**config.mk**
```make
export PLATFORM = sky130hd
export DESIGN_NAME = hash_verify_ctrl
export DESIGN_NICKNAME = d
export VERILOG_FILES = /design/src/rtl/ascon_pkg.sv /design/src/rtl/ct_compare.sv /design/src/rtl/hash_verify_ctrl.sv
export SDC_FILE = /design/constraint.sdc
export NUM_CORES = 1
export LEC_CHECK = 0
export ABC_AREA = 1
export CAP_MARGIN = 30
export CORE_AREA = 5 5 290 292
export CTS_BUF_LIST = sky130_fd_sc_hd__clkbuf_8
export DETAILED_ROUTE_END_ITERATION = 8
export DIE_AREA = 0 0 295 297
export HOLD_SLACK_MARGIN = 0.1
export PLACE_DENSITY = 0.55
export SKIP_CTS_REPAIR_TIMING = 1
export SYNTH_ARGS = -nofsm -noshare
export SYNTH_HDL_FRONTEND = slang
export SYNTH_SLANG_ARGS = --single-unit
```
**constraint.sdc**
```tcl
create_clock -name clk -period 3.3 [get_ports clk]
set_input_delay 0.66 -clock clk [delete_from_list [all_inputs] [get_ports clk]]
set_output_delay 0.66 -clock clk [all_outputs]
set_load 0.05 [all_outputs]
```
**src/rtl/ascon_pkg.sv**
```systemverilog
// ascon_pkg -- shared definitions for the masked Ascon hash controller and
// related blocks (AEAD tag check reuses ct_compare and these widths).
//   Y_DEF      default message / mask width (matches hash core y)
//   L_DEF      default digest width (matches hash core l)
//   TO_W_DEF   default timeout counter width
//   TO_MAX_DEF default timeout, in cycles spent in WAIT or DRAIN
//   state_t    controller state encoding; IDLE must stay 0 so reset lands there
package ascon_pkg;

  localparam int          Y_DEF      = 40;
  localparam int          L_DEF      = 256;
  localparam int          TO_W_DEF   = 16;
  localparam logic [15:0] TO_MAX_DEF = 16'd4000;

  typedef enum logic [2:0] {
    S_IDLE    = 3'd0,
    S_LAUNCH  = 3'd1,
    S_WAIT    = 3'd2,
    S_CAPTURE = 3'd3,
    S_RELEASE = 3'd4,
    S_DRAIN   = 3'd5,
    S_RESP    = 3'd6,
    S_FAULT   = 3'd7
  } state_t;

endpackage

```
**src/rtl/ct_compare.sv**
```systemverilog
// ct_compare -- constant-time equality of two W-bit words.
// Full-width XOR then OR-reduce: no early exit, no data-dependent path,
// so the compare leaks nothing about where (or whether) the words differ.
//   a, b  words to compare
//   eq    1 when a == b
module ct_compare #(
  parameter int W = 256
) (
  input  logic [W-1:0] a,
  input  logic [W-1:0] b,
  output logic         eq
);

  logic [W-1:0] diff;

  assign diff = a ^ b;
  assign eq   = ~|diff;

endmodule

```
**src/rtl/hash_verify_ctrl.sv**
```systemverilog
// hash_verify_ctrl -- drives the masked Ascon hash core for one verify
// request at a time: latch request, pulse start, wait for the digest,
// compare it against the expected value in constant time, pulse start
// again to return the core to idle, then report match / mismatch.
// A core that never answers (WAIT or DRAIN lasting TO_MAX cycles) yields a
// single fault response, after which the block refuses work until reset.
//   clk, rst          clock, asynchronous active-low reset
//   req_*             request: valid/ready, message, expected digest, masks
//   hs_message/rnd_*  held operands towards the core
//   hs_start          single-cycle start pulses (launch and release)
//   hs_ready, hs_hash core done flag and digest
//   resp_*            response: valid/ready, match, fault
//   busy              controller not idle
module hash_verify_ctrl
  import ascon_pkg::*;
#(
  parameter int              Y      = Y_DEF,
  parameter int              L      = L_DEF,
  parameter int              TO_W   = TO_W_DEF,
  parameter logic [TO_W-1:0] TO_MAX = TO_W'(TO_MAX_DEF)
) (
  input  logic         clk,
  input  logic         rst,
  input  logic         req_valid,
  output logic         req_ready,
  input  logic [Y-1:0] req_msg,
  input  logic [L-1:0] req_exp,
  input  logic [Y-1:0] req_rnd1,
  input  logic [Y-1:0] req_rnd2,
  output logic [Y-1:0] hs_message,
  output logic [Y-1:0] hs_random_m1,
  output logic [Y-1:0] hs_random_m2,
  output logic         hs_start,
  input  logic         hs_ready,
  input  logic [L-1:0] hs_hash,
  output logic         resp_valid,
  input  logic         resp_ready,
  output logic         resp_match,
  output logic         resp_fault,
  output logic         busy
);

  state_t          state, nxt;
  logic [Y-1:0]    msg_q, rnd1_q, rnd2_q;
  logic [L-1:0]    exp_q;
  logic [TO_W-1:0] cnt, cnt_inc;
  logic            fault_done, fault_done_d;
  logic            eq, accept, ack;
  logic            req_ready_d, hs_start_d, resp_valid_d, resp_fault_d, busy_d;

  assign hs_message   = msg_q;
  assign hs_random_m1 = rnd1_q;
  assign hs_random_m2 = rnd2_q;

  ct_compare #(.W(L)) u_cmp (
    .a  (hs_hash),
    .b  (exp_q),
    .eq (eq)
  );

  assign accept  = (state == S_IDLE) && req_valid && req_ready;
  assign ack     = resp_valid && resp_ready;
  // timeout fires on the TO_MAX-th consecutive cycle in WAIT / DRAIN
  assign cnt_inc = cnt + 1'b1;

  always_comb begin
    nxt = state;
    unique case (state)
      S_IDLE:    if (accept) nxt = S_LAUNCH;
      S_LAUNCH:  nxt = S_WAIT;
      S_WAIT:    if (hs_ready) nxt = S_CAPTURE;          // ready beats timeout
                 else if (cnt_inc == TO_MAX) nxt = S_FAULT;
      S_CAPTURE: nxt = S_RELEASE;
      S_RELEASE: nxt = S_DRAIN;
      S_DRAIN:   if (!hs_ready) nxt = S_RESP;
                 else if (cnt_inc == TO_MAX) nxt = S_FAULT;
      S_RESP:    if (resp_ready) nxt = S_IDLE;
      S_FAULT:   nxt = S_FAULT;                          // only reset leaves
      default:   nxt = S_IDLE;
    endcase

    // fault response is offered once; afterwards FAULT is silent
    fault_done_d = fault_done | ((state == S_FAULT) && ack);

    // outputs are registered from the next state so they line up with it
    req_ready_d  = (nxt == S_IDLE);
    hs_start_d   = (nxt == S_LAUNCH) || (nxt == S_RELEASE);
    resp_fault_d = (nxt == S_FAULT) && !fault_done_d;
    resp_valid_d = (nxt == S_RESP) || resp_fault_d;
    busy_d       = (nxt != S_IDLE);
  end

  always_ff @(posedge clk or negedge rst) begin
    if (!rst) begin
      state      <= S_IDLE;
      fault_done <= 1'b0;
      req_ready  <= 1'b0;
      hs_start   <= 1'b0;
      resp_valid <= 1'b0;
      resp_fault <= 1'b0;
      busy       <= 1'b0;
    end else begin
      state      <= nxt;
      fault_done <= fault_done_d;
      req_ready  <= req_ready_d;
      hs_start   <= hs_start_d;
      resp_valid <= resp_valid_d;
      resp_fault <= resp_fault_d;
      busy       <= busy_d;
    end
  end

  always_ff @(posedge clk or negedge rst) begin
    if (!rst) begin
      msg_q      <= '0;
      rnd1_q     <= '0;
      rnd2_q     <= '0;
      exp_q      <= '0;
      cnt        <= '0;
      resp_match <= 1'b0;
    end else begin
      if (accept) begin
        msg_q  <= req_msg;
        rnd1_q <= req_rnd1;
        rnd2_q <= req_rnd2;
        exp_q  <= req_exp;
      end

      if (state == S_LAUNCH || state == S_RELEASE) cnt <= '0;
      else if (state == S_WAIT || state == S_DRAIN) cnt <= cnt_inc;

      // expected digest is single-use: wipe it as soon as it is consumed
      if (state == S_CAPTURE) begin
        resp_match <= eq;
        exp_q      <= '0;
      end

      if (state == S_RESP && resp_ready) begin
        resp_match <= 1'b0;
        msg_q      <= '0;
        rnd1_q     <= '0;
        rnd2_q     <= '0;
      end

      // a late fault (DRAIN) must not expose an earlier match
      if (nxt == S_FAULT) resp_match <= 1'b0;
    end
  end

endmodule

```
==> reports/metrics.cfg, run 1 <==
[run_status]
status = finished clean

[clock_tree]
path_clk_slew_ns = 0.05
htreeDepth = 3
cts_buffers = 81
cts_sinks = 402
clock-root-buffer = clkbuf_8
clk_latency_ns = 0.63
cts.path.max_buffers = 3
cts_tree = built

[place]
numPortBuffers = 762
hpwl_mm = 67.2
gp_congestion = 0.865
dpl-instance-area_sq_um = 28100

[timing]
fin_hold_ws_ns = 0.496
fmax_mhz = 372
setup_viol = 0
fin_worst_skew_ns = 0.0421
rsz0062_at_grt = no
finalCriticalPeriod_ns = 2.69
hold_violations = 0
drv_slew = 0
post-route-period-util_pct = 81.4
slew_headroom_pct = 42.1
worst_pin_slew_ns = 0.863

[logic_synthesis]
synth_top_area_share_pct = 52.7
synth-xor-area-share_pct = 8.63
synth_edf_count = 0
ys_top_cells_by_area = dfrtp_1, nand2_1, nand3_1
yosysTopAreaCell = dfrtp_1
yosys.area_share.simple_pct = 29.8
yosys-mux-area-fraction_pct = 0
avgSynthCellArea_sq_um = 8.27
synth_fa_ha_area_share_pct = 0.0655
ys_types = 32
async_flop_share_pct = 100
yosysWarningCount = 0
yosysMostFrequentCell = nand2_1
synth_area_sq_um = 19100
ys.flop_type = dfrtp_1
synth_nets = 2946
synth-seq-cells = 402
synth_compound_area_share_pct = 4.27
ys_top_cells_by_count = nand2_1, dfrtp_1, nand3_1, xnor2_1, o21ai_0
synth_top_family_by_area = simple AND/OR/NAND/NOR gates
synthCells = 2308
ys_seq_area_share_pct = 52.7

[setup_path]
criticalPathCategory = flip-flop to output port
r2r-start = exp_q[61]
cp.required_ns = 2.64
max_stage_delay_ns = 0.93
crit_buf_inv = 1
crit_cells = 1
start_kind = flip-flop
end_kind = output port
worstPathMaxFanout = 2
critPathLaunch = resp_match
path_cells = clkdlybuf4s50_1
crit_family = buffers and inverters
cp_slowest_cell = clkdlybuf4s50_1
arrival_ns = 2.03
rr_worst_depth = 11

[floorplanning]
boundaryPins = 763
initial_utilization_pct = 23.5
die_h_microns = 297
die_x_microns = 295
core-area_sq_um = 81300
rows = 105
dieArea_sq_um = 87600

[global_routing]
grt_use_total_pct = 19.1
antenna_found_initial = 13
grt_overflow_total = 0
grt_pass1_wl_mm = 125
grt_max_degree = 121
grt_pass1_vias = 18700

[worst_hold_path]
whs_path_depth = 2
hold_class = flip-flop to flip-flop
min_from = hs_random_m2[25]

[route]
finalWirelength_mm = 87.2
drt_iter0_drc = 1060
final_antenna_net_count = 0
drcViolationCount = 0
via_per_inst = 4.38
num_vias = 18400
wl_per_cell_microns = 20.8
firstDrtPassIters = 5

[power]
leakagePower_nw = 13.8
p_sw_share_pct = 24.3
p_switching_mw = 2.76
ir_drop_v = 0.000232
p_int_mw = 8.61
pwr-share-seq_pct = 43.4
powerDensity_nw_per_um2 = 382
p_clk_share_pct = 46.2
pwr-share-comb_pct = 10.4

[finish]
design_area_sq_um = 29800
syn_to_final_growth_pct = 56.0
drive_gt1_share_pct = 5.82
fill_cells = 8532
fin_nets = 3712

[run]
maxCapViolCount = 0

[cell usage in the layout, fill, tap and decap left out, types with 3 or more instances in the layout]
master / n
nand2_1: 838
clkdlybuf4s50_1: 761
dfrtp_1: 402
nand3_1: 330
xnor2_1: 166
o21ai_0: 121
inv_1: 119
clkbuf_8: 100
nor2_1: 90
nand4_1: 54
xor2_1: 22
buf_4: 22
o22ai_1: 19
buf_12: 17
clkinv_2: 8
diode_2: 7
nor3_1: 6
a22o_1: 5
nor2_2: 5
nand2_2: 4
nand3_2: 3
a21oi_1: 3
[flip-flops by register name (all words and copies together) (netlist names)]
register and count:
resp_match 1, hs_start 1, hs_random_m2 40, fault_done 1, hs_message 40, resp_fault 1
exp_q 256, cnt 16, busy 1, req_ready 1, state 3, resp_valid 1
hs_random_m1 40
[metrics by stage]
| stage | setup slack [ns] | utilization, % | instances | setup TNS (ns) | power (mW) |
|---|---|---|---|---|---|
| 6_report | 0.615 | 36.6 | 4203 | 0 | 11.4 |
| 5_1_grt | 0.523 | 36.6 | 4200 | 0 | 11.9 |
| 4_1_cts | 0.491 | 36.6 | 4195 | 0 | 11.6 |
| 3_5_place_dp | -0.0363 | 34.6 | 4060 | -0.0363 | 6.22 |
| 3_3_place_gp | -0.0975 | 34.6 | 4060 | -0.0975 | 6.22 |
| 2_1_floorplan | 1.46 | - | 2308 | 0 | 5.18 |
[layer usage]
metal / track usage (%) / wire (microns)
met4: 6.35 / 2940
met5: 0 / 37
met2: 32.3 / 42200
met3: 6.16 / 7450
met1: 23.0 / 34600
[cells by family after synthesis]
family | Yosys count
xor gates and xnor gates | 188
and+or+nand+nor | 1341
adders and majority gates | 1
buffers and inverters | 224
DFF | 402
AOI/OAI and AO/OA | 152
[final cells by class]
| type | count | area, sq um | share of cell area [%] |
|---|---|---|---|
| diodes | 7 | 17.5 | 0.0588 |
| clock buffers | 100 | 1380 | 4.62 |
| clock inverters | 35 | 245 | 0.824 |
| inverters | 105 | 404 | 1.36 |
| multi-input cells | 1682 | 8180 | 27.5 |
| flip-flops and latches | 402 | 10100 | 33.8 |
| well taps | 1070 | 1340 | 4.50 |
| repair buffers | 802 | 8150 | 27.4 |
[power groups by stage]
stage / combinational, mW / clock [mW] / sequential (mW)
finish: 1.18 / 5.25 / 4.94
global placement: 1.19 / 0 / 5.02
CTS: 1.20 / 5.49 / 4.94
global route: 1.26 / 5.69 / 4.93
detailed placement: 1.19 / 0 / 5.02
floorplan: 0.151 / 0 / 5.03
[worst paths after layout]
check | endpoint | slack [ns]
worst min-delay path | hs_random_m2[25] | 0.50
worst min register to register | hs_random_m2[25] | 0.50
min in group asynchronous | hs_random_m1[33] | 0.56
worst max register to register | resp_match | 0.80
max in group asynchronous | hs_message[10] | 1.83
worst max-delay path | resp_match | 0.61
No activity file was read; power rests on OpenSTA's default activity.
==> inputs of run 2 (changes only) <==
==> constraint.sdc (replaced) <==
create_clock -name clk -period 2.6 [get_ports clk]
set_input_delay 0.52 -clock clk [delete_from_list [all_inputs] [get_ports clk]]
set_output_delay 0.52 -clock clk [all_outputs]
set_load 0.05 [all_outputs]
==> reports/metrics.cfg, run 2 (synthesized netlist as in run 1, its figures left out) <==
[clock_tree]
cts_tree = built
clock-root-buffer = clkbuf_8
cts_buffers = 83  ; +2.5%
cts.path.max_buffers = 3  ; unchanged
path_clk_slew_ns = 0.06  ; about the same
clk_latency_ns = 0.66  ; +0.03 ns
cts_sinks = 402  ; unchanged
htreeDepth = 3  ; unchanged

[setup_path]
cp.required_ns = 2.08  ; -0.56 ns
max_stage_delay_ns = 0.91  ; -0.02 ns
arrival_ns = 1.92  ; -0.11 ns
ff2ff_setup_slack_ns = 0.26  ; -0.54 ns
crit_family = buffers and inverters
start_kind = flip-flop
criticalPathCategory = flip-flop to output port
path_cells = clkdlybuf4s50_1
end_kind = output port
r2r-end = resp_match
rr_worst_depth = 16  ; +5
crit_buf_inv = 1  ; unchanged
worstPathMaxFanout = 2  ; unchanged
cp_slowest_cell = clkdlybuf4s50_1
r2r-start = cnt[1]

[global_routing]
met2_usage_pct = 32.4  ; +0.10 points
grt_use_total_pct = 19.4  ; +0.27 points
grt_pass1_wl_mm = 127  ; +1.1%
met3_usage_pct = 5.91  ; -0.25 points
grt_max_degree = 121  ; unchanged
top_usage_layer = met2
grt_pass1_vias = 18900  ; +1.1%
grt_overflow_total = 0  ; unchanged
use_met1_pct = 23.2  ; +0.22 points
antenna_found_initial = 28  ; +15

[place]
numPortBuffers = 762  ; unchanged
hpwl_mm = 68.3  ; +1.6%
dpl-instance-area_sq_um = 28400  ; +1.0%
gp_congestion = 0.840  ; -2.9%

[worst_hold_path]
whs_endpoint = exp_q[77]
whs_path_depth = 3  ; +1
min_from = req_exp[77]
hold_class = input pin to flip-flop

[timing]
worst_pin_slew_ns = 0.869  ; +0.00635 ns
post-route-period-util_pct = 93.7
finalCriticalPeriod_ns = 2.44
fin_worst_skew_ns = 0.0472  ; +0.00516 ns
fmax_mhz = 411
slew_headroom_pct = 41.6  ; -0.43 points
hold_violations = 0  ; unchanged
rsz0062_at_grt = no
fin_tns_setup_ns = 0  ; unchanged
setup_viol = 0  ; unchanged
drv_slew = 0  ; unchanged

[finish]
design_area_sq_um = 30300  ; +1.7%
mostFrequentLayoutCell = nand2_1
final_cell_mix = nand2_1, clkdlybuf4s50_1, dfrtp_1
syn_to_final_growth_pct = 58.6
largest_reg_flops = 256  ; unchanged
fin_nets = 3743  ; +0.84%
top_register = exp_q
drive_gt1_share_pct = 6.88  ; +1.1 points

[route]
drcViolationCount = 0  ; unchanged
drt_iter0_drc = 1044  ; -1.5%
final_antenna_net_count = 0  ; unchanged
via_per_inst = 4.35  ; -0.83%
wl_per_cell_microns = 20.8  ; about the same
firstDrtPassIters = 5  ; unchanged
finalWirelength_mm = 88.4  ; +1.3%
num_vias = 18500  ; +0.42%

[floorplanning]
initial_utilization_pct = 23.5  ; unchanged
rows = 105  ; unchanged
boundaryPins = 763  ; unchanged
die_h_microns = 297  ; unchanged
dieArea_sq_um = 87600  ; unchanged
die_x_microns = 295  ; unchanged
core-area_sq_um = 81300  ; unchanged

[power]
total_power_mw = 15.1  ; +33%
powerDensity_nw_per_um2 = 499  ; +31%
ir_drop_v = 0.000355  ; +53%
leakagePower_nw = 14.1  ; +2.2%

[run]
maxCapViolCount = 0  ; unchanged

[run_status]
status = finished clean

## run 2: per-layer routing
metal / up-vias / routed length [microns] / part of all wire [%]
met5: - / 69 / 0.078
li1: 9052 / - / -
met3: 143 / 6970 / 7.9
met1: 8652 / 35200 / 40
met2: 637 / 42800 / 48
met4: 10 / 3340 / 3.8
## run 2: layout make-up
class,instances,area (sq um)
Antenna cell,16,40.0
Clock buffer,103,1420
Clock inverter,47,393
Fill cell,8494,51000
Inverter,105,404
Multi-Input combinational cell,1682,8200
Sequential cell,402,10100
Tap cell,1070,1340
Timing Repair Buffer,831,8430
## run 2: worst max path at each step
stage	cells past startpoint	startpoint	to
after floorplan	17	cnt[0]	resp_match
after global placement	12	hs_hash[93]	resp_match
after detailed placement	12	hs_hash[93]	resp_match
after CTS	1	resp_match	resp_match
after global routing	16	cnt[1]	resp_match
final	1	hs_message[35]	hs_message[35]
## run 2: report_power, final
part,switching (mW),internal (mW)
Combinational,0.517,1.01
Clock,3.12,4.19
Sequential,0.00152,6.26
Total,3.64,11.5
## run 2: stage by stage
stage / util, % / cells / hold slack (ns) / worst slack (ns)
finish: 37.2 / 4256 / 0.391 / 0.164
global route: 37.2 / 4255 / 0.336 / 0.0491
CTS: 37.2 / 4239 / -0.241 / -0.0899
detailed placement: 34.9 / 4089 / 0.486 / -0.391
global placement: 34.9 / 4089 / 0.484 / -0.453
floorplan: - / 2308 / 0.224 / 0.762
## run 2: worst register-to-register path: stages (launching register included)
cell and delay, ns:
dfrtp_1 0.42, ha_2 0.26, nand3_2 0.15, nor2_4 0.17, nand2_1 0.07, nand2_1 0.09
nand3_1 0.07, nor2_1 0.16, nand2_1 0.09, nor2_2 0.15, nand2_1 0.06, nand2_1 0.06
nand2_1 0.06, nand2_2 0.13, nand3_4 0.14, nand2_1 0.09, inv_1 0.04
